`config.mk`:
```
export PLATFORM = sky130hd
export DESIGN_NAME = flash_addr_gen_flat
export DESIGN_NICKNAME = d
export VERILOG_FILES = /design/src/rtl/flash_addr_gen_if.sv /design/src/rtl/flash_addr_gen.sv /design/src/flat_wrapper.sv
export SDC_FILE = /design/constraint.sdc
export NUM_CORES = 1
export LEC_CHECK = 0
export CAP_MARGIN = 5
export CORE_UTILIZATION = 45
export DETAILED_ROUTE_END_ITERATION = 6
export PLACE_DENSITY = 0.72
export SLEW_MARGIN = 10
export SYNTH_ARGS = -nofsm -noshare
export SYNTH_HDL_FRONTEND = slang
export SYNTH_SLANG_ARGS = --single-unit
```
`constraint.sdc`:
```
create_clock -name SCL -period 1.7 [get_ports SCL]
set_clock_uncertainty 0.2 [all_clocks]
set_input_delay 0.425 -clock SCL [delete_from_list [all_inputs] [get_ports SCL]]
set_output_delay 0.425 -clock SCL [all_outputs]
set_load 0.02 [all_outputs]
```
`src/rtl/flash_addr_gen_if.sv`:
```
// flash_addr_gen bus: control strobes and byte from the bridge FSM,
// plus the registered flash address and status outputs.
interface flash_addr_gen_if #(
  parameter int ADDR_W = 16,
  parameter int BC_W   = 7
);
  logic [7:0]        ShiftRegOut;
  logic              LoadByte;
  logic              ClrLoad;
  logic              IncrAddr;
  logic [2:0]        SelMode;
  logic [ADDR_W-1:0] Addr;
  logic              AddrValid;
  logic [BC_W-1:0]   BurstCnt;
  logic              BurstFull;
  logic              PageWrap;
  logic              LoadErr;

  modport master (
    output ShiftRegOut, LoadByte, ClrLoad, IncrAddr, SelMode,
    input  Addr, AddrValid, BurstCnt, BurstFull, PageWrap, LoadErr
  );

  modport slave (
    input  ShiftRegOut, LoadByte, ClrLoad, IncrAddr, SelMode,
    output Addr, AddrValid, BurstCnt, BurstFull, PageWrap, LoadErr
  );
endinterface

```
`src/rtl/flash_addr_gen.sv`:
```
// Flash address generator: MSB-first byte assembly, page-bounded
// auto-increment with burst limit, and unlock-address output mux.
// Ports: SCL (state on falling edge), Reset (sync, active high),
// bus (slave side of flash_addr_gen_if).
module flash_addr_gen #(
  parameter int                ADDR_W    = 16,
  parameter int                PAGE_W    = 6,
  parameter int                BURST_MAX = 64,
  parameter logic [ADDR_W-1:0] UNLOCK1   = 'h5555,
  parameter logic [ADDR_W-1:0] UNLOCK2   = 'h2AAA
) (
  input  logic            SCL,
  input  logic            Reset,
  flash_addr_gen_if.slave bus
);
  localparam int NB   = ADDR_W / 8;
  localparam int PW   = (NB > 1) ? $clog2(NB) : 1;
  localparam int BC_W = $clog2(BURST_MAX) + 1;

  localparam logic [PW-1:0]   LAST_PTR = PW'(NB - 1);
  localparam logic [BC_W-1:0] BMAX     = BC_W'(BURST_MAX);

  logic [ADDR_W-1:0] addr_reg_q, addr_reg_d;
  logic [ADDR_W-1:0] addr_q, addr_d;
  logic [PW-1:0]     byte_ptr_q, byte_ptr_d;
  logic              valid_q, valid_d;
  logic [BC_W-1:0]   burst_q, burst_d;
  logic              wrap_q, wrap_d;
  logic              err_q, err_d;
  logic              burst_full;

  assign burst_full = (burst_q == BMAX);

  always_comb begin
    addr_reg_d = addr_reg_q;
    addr_d     = addr_q;
    byte_ptr_d = byte_ptr_q;
    valid_d    = valid_q;
    burst_d    = burst_q;
    wrap_d     = 1'b0;
    err_d      = 1'b0;

    // Output mux samples AddrReg as it stood before this edge.
    case (bus.SelMode)
      3'd0:    addr_d = addr_reg_q;
      3'd1:    addr_d = UNLOCK1;
      3'd2:    addr_d = UNLOCK2;
      default: addr_d = addr_q;
    endcase

    if (bus.ClrLoad) begin
      byte_ptr_d = '0;
      valid_d    = 1'b0;
      burst_d    = '0;
    end else if (bus.LoadByte) begin
      if (valid_q) begin
        err_d = 1'b1;
      end else begin
        // Slot NB-1-ptr: first byte lands in the MSB.
        for (int i = 0; i < NB; i++) begin
          if (byte_ptr_q == PW'(NB - 1 - i))
            addr_reg_d[8*i +: 8] = bus.ShiftRegOut;
        end
        if (byte_ptr_q == LAST_PTR) begin
          byte_ptr_d = '0;
          valid_d    = 1'b1;
          burst_d    = '0;
        end else begin
          byte_ptr_d = byte_ptr_q + 1'b1;
        end
      end
    end else if (bus.IncrAddr) begin
      if (!valid_q || burst_full) begin
        err_d = 1'b1;
      end else begin
        addr_reg_d[PAGE_W-1:0] = addr_reg_q[PAGE_W-1:0] + 1'b1;
        burst_d                = burst_q + 1'b1;
        wrap_d                 = &addr_reg_q[PAGE_W-1:0];
      end
    end
  end

  always_ff @(negedge SCL) begin
    if (Reset) begin
      addr_reg_q <= '0;
      addr_q     <= '0;
      byte_ptr_q <= '0;
      valid_q    <= 1'b0;
      burst_q    <= '0;
      wrap_q     <= 1'b0;
      err_q      <= 1'b0;
    end else begin
      addr_reg_q <= addr_reg_d;
      addr_q     <= addr_d;
      byte_ptr_q <= byte_ptr_d;
      valid_q    <= valid_d;
      burst_q    <= burst_d;
      wrap_q     <= wrap_d;
      err_q      <= err_d;
    end
  end

  assign bus.Addr      = addr_q;
  assign bus.AddrValid = valid_q;
  assign bus.BurstCnt  = burst_q;
  assign bus.BurstFull = burst_full;
  assign bus.PageWrap  = wrap_q;
  assign bus.LoadErr   = err_q;
endmodule

```
`src/flat_wrapper.sv`:
```
// flat-port wrapper written by rule: the top's interface ports become plain ports
module flash_addr_gen_flat 
#(
  parameter int                ADDR_W    = 16,
  parameter int                PAGE_W    = 6,
  parameter int                BURST_MAX = 64,
  parameter logic [ADDR_W-1:0] UNLOCK1   = 'h5555,
  parameter logic [ADDR_W-1:0] UNLOCK2   = 'h2AAA
)
  (SCL, Reset, bus_ShiftRegOut, bus_LoadByte, bus_ClrLoad, bus_IncrAddr, bus_SelMode, bus_Addr, bus_AddrValid, bus_BurstCnt, bus_BurstFull, bus_PageWrap, bus_LoadErr);
  flash_addr_gen_if #(.ADDR_W(ADDR_W)) bus_i ();
  input  logic SCL;
  input  logic Reset;
  input wire logic [$bits(bus_i.ShiftRegOut)-1:0] bus_ShiftRegOut;
  input wire logic [$bits(bus_i.LoadByte)-1:0] bus_LoadByte;
  input wire logic [$bits(bus_i.ClrLoad)-1:0] bus_ClrLoad;
  input wire logic [$bits(bus_i.IncrAddr)-1:0] bus_IncrAddr;
  input wire logic [$bits(bus_i.SelMode)-1:0] bus_SelMode;
  output wire logic [$bits(bus_i.Addr)-1:0] bus_Addr;
  output wire logic [$bits(bus_i.AddrValid)-1:0] bus_AddrValid;
  output wire logic [$bits(bus_i.BurstCnt)-1:0] bus_BurstCnt;
  output wire logic [$bits(bus_i.BurstFull)-1:0] bus_BurstFull;
  output wire logic [$bits(bus_i.PageWrap)-1:0] bus_PageWrap;
  output wire logic [$bits(bus_i.LoadErr)-1:0] bus_LoadErr;
  assign bus_i.ShiftRegOut = bus_ShiftRegOut;
  assign bus_i.LoadByte = bus_LoadByte;
  assign bus_i.ClrLoad = bus_ClrLoad;
  assign bus_i.IncrAddr = bus_IncrAddr;
  assign bus_i.SelMode = bus_SelMode;
  assign bus_Addr = bus_i.Addr;
  assign bus_AddrValid = bus_i.AddrValid;
  assign bus_BurstCnt = bus_i.BurstCnt;
  assign bus_BurstFull = bus_i.BurstFull;
  assign bus_PageWrap = bus_i.PageWrap;
  assign bus_LoadErr = bus_i.LoadErr;
  flash_addr_gen #(.ADDR_W(ADDR_W), .PAGE_W(PAGE_W), .BURST_MAX(BURST_MAX), .UNLOCK1(UNLOCK1), .UNLOCK2(UNLOCK2)) u_core (.SCL(SCL), .Reset(Reset), .bus(bus_i));
endmodule
```
==> results.txt, run 1 <==
----------------------------------------------------
[Power]
  Final Power ... 2.81 mW
  VDD IR-drop max ... 0.864 mV
  Leakage power total ... 1.67 nW
  Pwr dens ... 732 nW/um^2

[Global routing]
  First-pass GRT wire length ... 11700 um
  Maximum number of pins on one net before global-route repair ... 19
  Overall Global Routing Usage ... 0.345
  Vias in the first global route ... 2526
  Overall overflow remaining after global route ... 0
  Initial antenna violation count ... 0

[Yosys]
  Async SR Flop Fraction ... 0
  Post-synthesis instance area ... 2000 sq um
  Most instantiated flip-flop cell in the synthesis netlist ... dfxtp_1
  Post-synth EDFFs ... 0
  Number of distinct standard cells referenced by the synthesized netlist ... 45
  Gate Count Post-Synth ... 241
  Net count after synthesis ... 260
  Yosys reg bits ... 43
  Mean instance size in the synthesized netlist ... 8.28 sq um
  Sequential share of the synthesized area ... 0.431
  Warnings from Yosys ... 0

[Floorplan]
  Initial Utilization ... 0.485
  Area of the core ... 4120 sq um
  DIE HEIGHT ... 68.6 um
  Full die area ... 4710 sq um
  Die width ... 68.6 um
  Standard-cell row count ... 23
  Number of top-level design ports ... 43

[Setup path]
  Worst path top cell family by delay ... simple AND/OR/NAND/NOR gates
  Worst-case reg-to-reg path depth ... 10
  Timing startpoint of the critical path ... u_core.bus.BurstCnt[3]$_SDFFE_NP0P_
  Critical path endpoint category ... output pin
  Reg-to-reg setup timing slack ... -0.43 ns
  Destination of the critical timing path ... bus_BurstFull
  CP max stage delay ... 0.57 ns
  Largest fanout on the critical path ... 2
  Cell with the largest stage delay on the worst path ... or4_4
  Worst reg2reg path startpoint ... u_core.bus.BurstCnt[2]$_SDFFE_NP0P_
  Ordered list of cells on the worst path ... or4_4 > nor2_4 > buf_6
  Data required time at the worst endpoint ... 1.07 ns
  Capture instance of the worst register-to-register path ... u_core.bus.BurstCnt[0]$_SDFFE_NP0P_
  CP Data Arrival Time ... 2.36 ns
  Crit path buffers/inverters ... 1
  Worst Path Class, Setup ... reg -> out
  Path length in cells of the critical path ... 3
  Element type at the critical path start ... register

[Detailed routing]
  Average wire per standard cell ... 21.4 um
  Final routed wirelength across all metal layers ... 9280 um
  Remaining design rule violation count ... 0
  Detailed router's first-iteration violation count ... 293
  Remaining number of nets flagged by the antenna check after routing ... 0
  Iteration count of the initial detailed-routing pass ... 6
  Vias ... 2719
  Number of vias per cell ... 6.28

[Place]
  Routability congestion estimate from global placement ... 0.880
  DP Wirelength ... 4030 um
  Total cell area at the placement stage ... 2950 sq um
  Count of port buffers added during placement ... 42

[STA]
  Final setup margin ... -1.29 ns
  Transition time at the pin with the least slew margin ... 0.375 ns
  Final setup violating endpoints ... 70
  Worst slew margin ... 0.747
  Setup repair after global routing missed its margin ... true
  Pins Over Slew Limit ... 0
  Final hold violations ... 0
  Sum of negative setup slack ... -31.12 ns

[Clock tree]
  Register clock-pin slew on the reported worst setup and hold paths ... 0.05 ns
  Post-CTS Hold Fix Bufs ... 0
  Maximum level of the CTS H-tree ... 2
  Master cell of the clock root buffer ... clkbuf_8
  Clock latency on the worst-skew pair ... 0.40 ns
  TritonCTS clock tree ... yes
  Number of buffers created by CTS ... 5
  Number of sinks handled by clock tree synthesis ... 43
  Maximum clock path buffer count ... 2

[Finish]
  Design Area, Final ... 3840 sq um
  Share of final-layout standard cells stronger than drive strength 1 ... 0.590
  Commonest cells after routing, fill and taps aside ... inv_1 (48), buf_6 (48), buf_4 (39)
  Synthesis-to-layout area growth ... 92.5%
  Multi-input gate area ... 1450 sq um
  Number of filler cells placed in the layout ... 132
  Area of all sequential standard cells ... 958 sq um
  Final antenna diode count ... 0
  Final Net Count ... 401

[Outcome]
  Run status ... complete, but fails checks
  Failing checks ... setup timing

[Hold path]
  Hold/Removal Path Class ... reg -> reg

[Flow run]
  Total of max-cap violations ... 0

----------------------------------------------------
-- area by class of cell --
| class | instances | area share |
|---|---|---|
| Clock buffer | 5 | 0.0179 |
| Tap cell | 50 | 0.0163 |
| Sequential cell | 43 | 0.250 |
| Timing Repair Buffer | 105 | 0.280 |
| Multi-Input combinational cell | 179 | 0.378 |
| Inverter | 5 | 0.00684 |
| Clock inverter | 46 | 0.0518 |
-- worst min-delay path, delay by kind of cell (launching register included) --
| kind | cells | cell delay [ns] |
|---|---|---|
| simple gates | 1 | 0.05 |
| compound gates | 1 | 0.04 |
| flops | 1 | 0.33 |
-- cells in the mapped netlist, types with 2 or more instances --
cell type  number  area, sq um
a22o_1          3         26.3
or3_1           3         18.8
nor3_1          2         10.0
nand3_1         5         25.0
o32ai_1         4         35.0
nor2b_1         3         18.8
a221oi_1        2         17.5
or2_1           3         18.8
nor4_1          2         12.5
a22oi_1         2         15.0
a31oi_1         3         18.8
ha_1            3         37.5
a21oi_1        34          170
nand2_1        40          150
nand2b_1        6         37.5
clkbuf_1       12         45.0
a21o_1          3         22.5
o22ai_1         2         12.5
inv_1           5         18.8
o21ai_0        17         85.1
and3_1          3         18.8
nor2_1         13         48.8
dfxtp_1        43          861
o21ai_1         2         10.0
nor3_2          6         60.1
-- worst min-delay path by stage --
stage                                       startpoint                            endpoint  slack (ns)  cells after the start
detailed placement  u_core.addr_reg_q[10]$_SDFFE_NP0P_  u_core.addr_reg_q[10]$_SDFFE_NP0P_        0.25                      2
finish                 u_core.bus.Addr[9]$_SDFFE_NP0P_     u_core.bus.Addr[9]$_SDFFE_NP0P_        0.27                      2
floorplan           u_core.addr_reg_q[10]$_SDFFE_NP0P_  u_core.addr_reg_q[10]$_SDFFE_NP0P_        0.23                      2
CTS                 u_core.addr_reg_q[14]$_SDFFE_NP0P_  u_core.addr_reg_q[14]$_SDFFE_NP0P_        0.26                      2
global route           u_core.bus.Addr[9]$_SDFFE_NP0P_     u_core.bus.Addr[9]$_SDFFE_NP0P_        0.28                      2
global placement    u_core.addr_reg_q[10]$_SDFFE_NP0P_  u_core.addr_reg_q[10]$_SDFFE_NP0P_        0.24                      2
-- flip-flops by register name, summed over array words and instances (netlist names) --
name and count:
u_core.bus.LoadErr 1, u_core.bus.Addr 16, u_core.bus.BurstCnt 7, u_core.bus.AddrValid 1, u_core.byte_ptr_q 1, u_core.bus.PageWrap 1
u_core.addr_reg_q 16
-- layer usage --
layer	share of wire	track usage	vias to the layer above
li1	-	-	1148
met3	0.093	0.112	71
met1	0.36	0.366	1263
met2	0.48	0.594	237
met5	0	0	-
met4	0.061	0.198	0
-- cell families after synthesis --
| kind of cell | share of synthesized area |
|---|---|
| simple gates | 0.253 |
| compound gates | 0.252 |
| flops | 0.431 |
| buf+inv | 0.0401 |
| fa+ha+maj | 0.0188 |
| xor+xnor | 0.00439 |
-- timing repair --
action	in CTS	in global routing
cloned	2	0
resized for setup	274	52
endpoints found under the setup margin	70	70
pin swaps	51	26
buffers inserted	15	10
-- power by group --
part	internal, mW	leakage, nW	total, mW	switching [mW]
Sequential	1.02	0.369	1.05	0.0288
Clock	0.564	0.290	1.32	0.758
Combinational	0.218	1.01	0.446	0.228
-- through the flow --
step	hold slack [ns]	std cells	util	setup slack [ns]
2_1_floorplan	0.233	241	-	-0.909
6_report	0.268	433	0.933	-1.29
3_3_place_gp	0.243	361	0.716	-1.37
5_1_grt	0.283	433	0.933	-1.30
4_1_cts	0.260	428	0.888	-1.25
3_5_place_dp	0.247	361	0.716	-1.40
Power figures use the tool's default switching activity.
==> run 2, diff against run 1 <==
- GPL_TIMING_DRIVEN: not set -> 0
==> results.txt, run 2 <==
----------------------------------------------------
[Place]
  Worst setup timing slack at the placement stage ... -1.47 ns (-0.0603 ns)
  Routability congestion estimate from global placement ... 0.839 (-4.7%)
  Count of port buffers added during placement ... 40 (-4.8%)
  DP Wirelength ... 3680 um (-8.7%)

[Yosys]
  Net count after synthesis ... 260 (unchanged)
  Post-synthesis instance area ... 2000 sq um (unchanged)
  Number of distinct standard cells referenced by the synthesized netlist ... 45 (unchanged)
  Most frequently used cell type in the post-synthesis netlist ... dfxtp_1
  Most instantiated flip-flop cell in the synthesis netlist ... dfxtp_1
  Top post-synthesis cells by area ... dfxtp_1 (43%), a21oi_1 (8.5%), nand2_1 (7.5%)
  Most common library cells after synthesis ... dfxtp_1 (43), nand2_1 (40), a21oi_1 (34)
  Yosys reg bits ... 43 (unchanged)
  Mean instance size in the synthesized netlist ... 8.28 sq um (unchanged)
  Gate Count Post-Synth ... 241 (unchanged)
  Post-synth EDFFs ... 0 (unchanged)
  Warnings from Yosys ... 0 (unchanged)
  Area leader, netlist ... dfxtp_1
  Sequential share of the synthesized area ... 0.431 (unchanged)
  Async SR Flop Fraction ... 0 (unchanged)
  Yosys top cell area share ... 0.431 (unchanged)

[Clock tree]
  Number of sinks handled by clock tree synthesis ... 43 (unchanged)
  Maximum clock path buffer count ... 2 (unchanged)
  Number of buffers created by CTS ... 5 (unchanged)
  Master cell of the clock root buffer ... clkbuf_8
  Maximum level of the CTS H-tree ... 2 (unchanged)
  Post-CTS Hold Fix Bufs ... 0 (unchanged)

[Outcome]
  Error that stopped the run ... [ERROR DPL-0038] Utilization greater than 100%, impossible to legalize
  Stop stage ... global routing (5_1_grt)
  Run status ... aborted with a tool error

[STA]
  Worst Endpoint after GRT Repair ... bus_BurstFull
  Type of the worst endpoint after the last repair ... top-level output

[Floorplan]
  Number of top-level design ports ... 43 (unchanged)
  DIE HEIGHT ... 68.6 um (unchanged)
  Standard-cell row count ... 23 (unchanged)
  Die width ... 68.6 um (unchanged)
  Initial Utilization ... 0.485 (unchanged)

[Global routing]
  Maximum number of pins on one net before global-route repair ... 14

----------------------------------------------------
## run 2: cell counts after synthesis
Identical to the previous run, type by type.
## run 2: repair_timing
| item | CTS |
|---|---|
| gates resized for setup | 278 |
| cloned | 5 |
| setup endpoints to repair | 70 |
| setup buffers | 29 |
| pin swaps | 37 |
## run 2: stage by stage
step	utilization	cells	instance area, sq um
floorplan	-	241	2290
global placement	0.670	331	2760
detailed placement	0.670	331	2760
CTS	0.908	413	3740
## run 2: cell families after synthesis
family / after synthesis / share of synthesized area
flops: 43 / 0.431
buf+inv: 20 / 0.0401
compound gates: 80 / 0.252
simple gates: 94 / 0.253
fa+ha+maj: 3 / 0.0188
xor+xnor: 1 / 0.00439
==> run 3, diff against run 2 <==
- CORE_UTILIZATION: 45 -> 40
- PLACE_DENSITY: 0.72 -> not set
- PLACE_DENSITY_LB_ADDON: not set -> 0.15
- clock period: 1.7 -> 2.2 ns (I/O delays scaled with it)
==> results.txt, run 3 (synthesis results as in run 1) <==
----------------------------------------------------
[Floorplan]
  DIE HEIGHT ... 72.6 um (+5.9%)
  Initial Utilization ... 0.420 (-0.0652)
  Die width ... 72.6 um (+5.9%)
  Number of top-level design ports ... 43 (unchanged)
  Standard-cell row count ... 25 (+8.7%)
  Full die area ... 5280 sq um
  Area of the core ... 4750 sq um

[Detailed routing]
  Average wire per standard cell ... 17.2 um
  Iteration count of the initial detailed-routing pass ... 4
  Total routed wire length on the met1 layer ... 3050 um
  Top routing layer in use ... met4
  Routed met3 length ... 346 um
  Number of vias per cell ... 5.54
  Remaining design rule violation count ... 0
  Final routed wirelength across all metal layers ... 7330 um
  Vias ... 2367
  Detailed router's first-iteration violation count ... 134
  Met2 routed wirelength ... 3730 um
  Remaining number of nets flagged by the antenna check after routing ... 0

[STA]
  Smallest hold slack ... 0.264 ns
  Setup repair after global routing missed its margin ... true
  Sum of negative setup slack ... -20.49 ns
  Final hold violations ... 0
  Transition time at the pin with the least slew margin ... 0.579 ns
  Final setup violating endpoints ... 55
  Final setup margin ... -1.15 ns
  Worst slew margin ... 0.610
  Pins Over Slew Limit ... 0

[Flow run]
  Total of max-cap violations ... 0

[Hold path]
  Beginning of the worst hold path ... u_core.bus.Addr[11]$_SDFFE_NP0P_
  Hold/Removal Path Class ... reg -> reg
  Depth of the worst hold-timing path ... 2

[Setup path]
  CP max stage delay ... 0.51 ns
  CP Data Arrival Time ... 2.60 ns
  Worst-case reg-to-reg path depth ... 6
  Largest fanout on the critical path ... 5
  Path length in cells of the critical path ... 3
  Worst reg2reg path startpoint ... u_core.bus.BurstCnt[4]$_SDFFE_NP0P_
  Cell with the largest stage delay on the worst path ... or4_4
  Worst Path Class, Setup ... reg -> out
  Critical path endpoint category ... output pin
  Ordered list of cells on the worst path ... or4_4 > nor2_4 > buf_6
  Data required time at the worst endpoint ... 1.45 ns
  Worst path top cell family by delay ... simple AND/OR/NAND/NOR gates
  Timing startpoint of the critical path ... u_core.bus.BurstCnt[2]$_SDFFE_NP0P_
  Element type at the critical path start ... register
  Crit path buffers/inverters ... 1

[Clock tree]
  Post-CTS Hold Fix Bufs ... 0 (unchanged)
  Maximum level of the CTS H-tree ... 2 (unchanged)
  Number of buffers created by CTS ... 5 (unchanged)
  Maximum clock path buffer count ... 2 (unchanged)
  Clock latency on the worst-skew pair ... 0.39 ns
  Number of sinks handled by clock tree synthesis ... 43 (unchanged)
  Register clock-pin slew on the reported worst setup and hold paths ... 0.07 ns
  Master cell of the clock root buffer ... clkbuf_8
  TritonCTS clock tree ... yes

[Place]
  Count of port buffers added during placement ... 40 (unchanged)
  Routability congestion estimate from global placement ... 0.785 (-6.4%)
  DP Wirelength ... 3580 um (-2.8%)
  Worst setup timing slack at the placement stage ... -1.33 ns (+0.131 ns)

[Finish]
  Final antenna diode count ... 0
  Share of final-layout standard cells stronger than drive strength 1 ... 0.544
  Final Net Count ... 378
  Commonest cells after routing, fill and taps aside ... inv_1 (47), buf_6 (40), dfxtp_4 (26)
  Final design utilization ... 0.791
  Synthesis-to-layout area growth ... 88.4%
  Most frequent standard cell in the layout excluding fill and tap cells ... inv_1

[Outcome]
  Run status ... complete, but fails checks
  Failing checks ... setup timing

[Global routing]
  Overall Global Routing Usage ... 0.257
  First-pass GRT wire length ... 10400 um
  Maximum number of pins on one net before global-route repair ... 14
  Vias in the first global route ... 2364
  Initial antenna violation count ... 0
  Overall overflow remaining after global route ... 0

[Power]
  Leakage power total ... 1.58 nW
  VDD IR-drop max ... 0.333 mV
  Pwr dens ... 533 nW/um^2
  Final Power ... 2.00 mW

----------------------------------------------------
[run 3: cell type report]
class	count	area [sq um]
multi-input cells	179	1510
well taps	67	83.8
plain buffers	10	179
flip-flops and latches	43	958
inverters	5	26.3
fillers	306	995
repair buffers	72	757
clock inverters	46	178
clock buffers	5	68.8
[run 3: tightest hold or removal path: cells and delay by family, from the launching register on]
family             cells  cell delay [ns]
DFF                    1             0.33
AOI/OAI and AO/OA      1             0.04
and+or+nand+nor        1             0.05
[run 3: report_power, final]
group	leakage, nW	switching, mW	total, mW	internal (mW)
Clock	0.279	0.532	0.857	0.325
Combinational	0.931	0.166	0.338	0.171
Sequential	0.369	0.0232	0.811	0.787
[run 3: worst paths after layout]
check	to	slack [ns]
setup / recovery	bus_BurstFull	-1.15
hold / removal	u_core.bus.Addr[11]$_SDFFE_NP0P_	0.26
setup reg to reg	u_core.bus.BurstCnt[4]$_SDFFE_NP0P_	0.05
hold reg to reg	u_core.bus.Addr[11]$_SDFFE_NP0P_	0.26
[run 3: layer usage]
metal | global-route usage | vias to the layer above
met2 | 0.444 | 89
met4 | 0.139 | 0
met3 | 0.0787 | 17
met1 | 0.283 | 1150
met5 | 0 | -
li1 | - | 1111
[run 3: stage by stage]
step | std cells | cell area, sq um
after floorplan | 241 | 2290
after global placement | 348 | 2780
after detailed placement | 348 | 2780
after CTS | 421 | 3500
after global routing | 427 | 3760
final | 427 | 3760
[run 3: timing repair]
action	CTS	global route
setup endpoints to repair	70	67
gates resized for setup	256	52
setup buffers	24	6
cloned	1	3
pin swaps	33	27
==> run 4, diff against run 3 <==
- RECOVER_POWER: not set -> 100
==> results.txt, run 4 (synthesis results as in run 1) <==
----------------------------------------------------
[STA]
  Final setup margin ... -1.14 ns (+0.00734 ns)
  Worst slew margin ... 0.613 (+0.00310)
  Final setup violating endpoints ... 55 (unchanged)
  Pins Over Slew Limit ... 0 (unchanged)
  Transition time at the pin with the least slew margin ... 0.575 ns (-0.00461 ns)
  Setup repair after global routing missed its margin ... true
  Final hold violations ... 0 (unchanged)

[Floorplan]
  Number of top-level design ports ... 43 (unchanged)
  Die width ... 72.6 um (unchanged)
  DIE HEIGHT ... 72.6 um (unchanged)
  Full die area ... 5280 sq um (unchanged)
  Area of the core ... 4750 sq um (unchanged)
  Standard-cell row count ... 25 (unchanged)
  Initial Utilization ... 0.420 (unchanged)

[Clock tree]
  Number of sinks handled by clock tree synthesis ... 43 (unchanged)
  Master cell of the clock root buffer ... clkbuf_8
  Register clock-pin slew on the reported worst setup and hold paths ... 0.04 ns (-0.03 ns)
  TritonCTS clock tree ... yes
  Maximum clock path buffer count ... 2 (unchanged)
  Clock latency on the worst-skew pair ... 0.39 ns (about the same)
  Maximum level of the CTS H-tree ... 2 (unchanged)
  Number of buffers created by CTS ... 5 (unchanged)

[Global routing]
  Maximum number of pins on one net before global-route repair ... 14 (unchanged)
  Overall Global Routing Usage ... 0.257 (unchanged)
  Overall overflow remaining after global route ... 0 (unchanged)
  Vias in the first global route ... 2364 (unchanged)
  Initial antenna violation count ... 0 (unchanged)
  First-pass GRT wire length ... 10400 um (unchanged)

[Outcome]
  Failing checks ... setup timing
  Run status ... complete, but fails checks

[Detailed routing]
  Number of vias per cell ... 5.48 (-1.2%)
  Average wire per standard cell ... 17.1 um (-0.61%)
  Remaining design rule violation count ... 0 (unchanged)
  Final routed wirelength across all metal layers ... 7290 um (-0.61%)
  Detailed router's first-iteration violation count ... 149 (+11%)
  Remaining number of nets flagged by the antenna check after routing ... 0 (unchanged)
  Iteration count of the initial detailed-routing pass ... 4 (unchanged)
  Vias ... 2338 (-1.2%)

[Setup path]
  CP Data Arrival Time ... 2.59 ns (about the same)
  Largest fanout on the critical path ... 2 (-3)
  Worst Path Class, Setup ... reg -> out
  Data required time at the worst endpoint ... 1.45 ns (about the same)
  Reg-to-reg setup timing slack ... 0.05 ns (about the same)
  Element type at the critical path start ... register
  Worst-case reg-to-reg path depth ... 6 (unchanged)
  Critical path endpoint category ... output pin

[Finish]
  Most frequent standard cell in the layout excluding fill and tap cells ... inv_1
  Final Net Count ... 378 (unchanged)
  Synthesis-to-layout area growth ... 87.5%
  Final antenna diode count ... 0 (unchanged)
  Post-Layout Cell Count ... 427 (unchanged)
  Final design utilization ... 0.787 (-0.00368)
  Commonest cells after routing, fill and taps aside ... inv_1 (47), buf_6 (41), dfxtp_4 (26)
  Share of final-layout standard cells stronger than drive strength 1 ... 0.542 (-0.00278)

[Power]
  Leakage power total ... 1.57 nW (-0.40%)
  Pwr dens ... 534 nW/um^2 (+0.18%)
  VDD IR-drop max ... 0.331 mV (-0.67%)

[Hold path]
  Depth of the worst hold-timing path ... 2 (unchanged)
  Hold/Removal Path Class ... reg -> reg

[Place]
  DP Wirelength ... 3580 um (unchanged)
  Worst setup timing slack at the placement stage ... -1.33 ns (unchanged)
  Count of port buffers added during placement ... 40 (unchanged)
  Routability congestion estimate from global placement ... 0.785 (unchanged)
  Cell count after placement ... 348 (unchanged)

[Flow run]
  Total of max-cap violations ... 0 (unchanged)

----------------------------------------------------
-- run 4: changes by cell type in the layout (fill, tap and decap cells not counted), sizes merged --
| cell | before | now |
|---|---|---|
| buf | 69 | 70 |
| clkbuf | 10 | 9 |
-- run 4: path summary, 6_finish.rpt --
path	from	end
worst max-delay path	u_core.bus.BurstCnt[4]$_SDFFE_NP0P_	bus_BurstFull
worst min-delay path	u_core.bus.Addr[11]$_SDFFE_NP0P_	u_core.bus.Addr[11]$_SDFFE_NP0P_
worst max register to register	u_core.bus.BurstCnt[4]$_SDFFE_NP0P_	u_core.bus.BurstCnt[4]$_SDFFE_NP0P_
worst min register to register	u_core.bus.Addr[11]$_SDFFE_NP0P_	u_core.bus.Addr[11]$_SDFFE_NP0P_
-- run 4: report_power, final --
part,switching (mW),internal (mW)
sequential,0.0231,0.787
combinational,0.165,0.169
clock,0.530,0.325
total,0.718,1.28
-- run 4: layout make-up --
cell class / instances / area (sq um)
flip-flops and latches: 43 / 958
clock inverters: 46 / 178
plain buffers: 10 / 165
inverters: 5 / 26.3
clock buffers: 5 / 68.8
multi-input cells: 179 / 1510
fillers: 311 / 1010
repair buffers: 72 / 757
well taps: 67 / 83.8
-- run 4: repair_timing --
item | 4_1_cts | 5_1_grt
hold buffers | 0 | 0
cloned | 1 | 3
resized for setup | 256 | 52
endpoints found under the setup margin | 70 | 67
pin swaps | 33 | 27
setup buffers | 24 | 6
-- run 4: layer usage --
layer,GRT usage,vias to the layer above,wire (um)
li1,-,1103,-
met1,0.283,1139,3030
met2,0.444,77,3730
met3,0.0787,19,314
met4,0.139,0,216
met5,0,-,0
-- run 4: per-stage QoR --
step | hold slack, ns | total power, mW | cell area (sq um) | setup TNS (ns)
floorplan | 0.233 | 1.07 | 2290 | -18.48
global placement | 0.244 | 1.15 | 2780 | -59.39
detailed placement | 0.250 | 1.15 | 2780 | -59.87
CTS | 0.261 | 1.93 | 3500 | -20.34
global route | 0.278 | 2.12 | 3740 | -21.67
finish | 0.264 | 2.00 | 3740 | -20.42
-- run 4: critical path: stages (launching register included) --
cell and delay (ns):
dfxtp_4 0.33, or4_4 0.56, nor2_4 0.11, buf_6 0.12
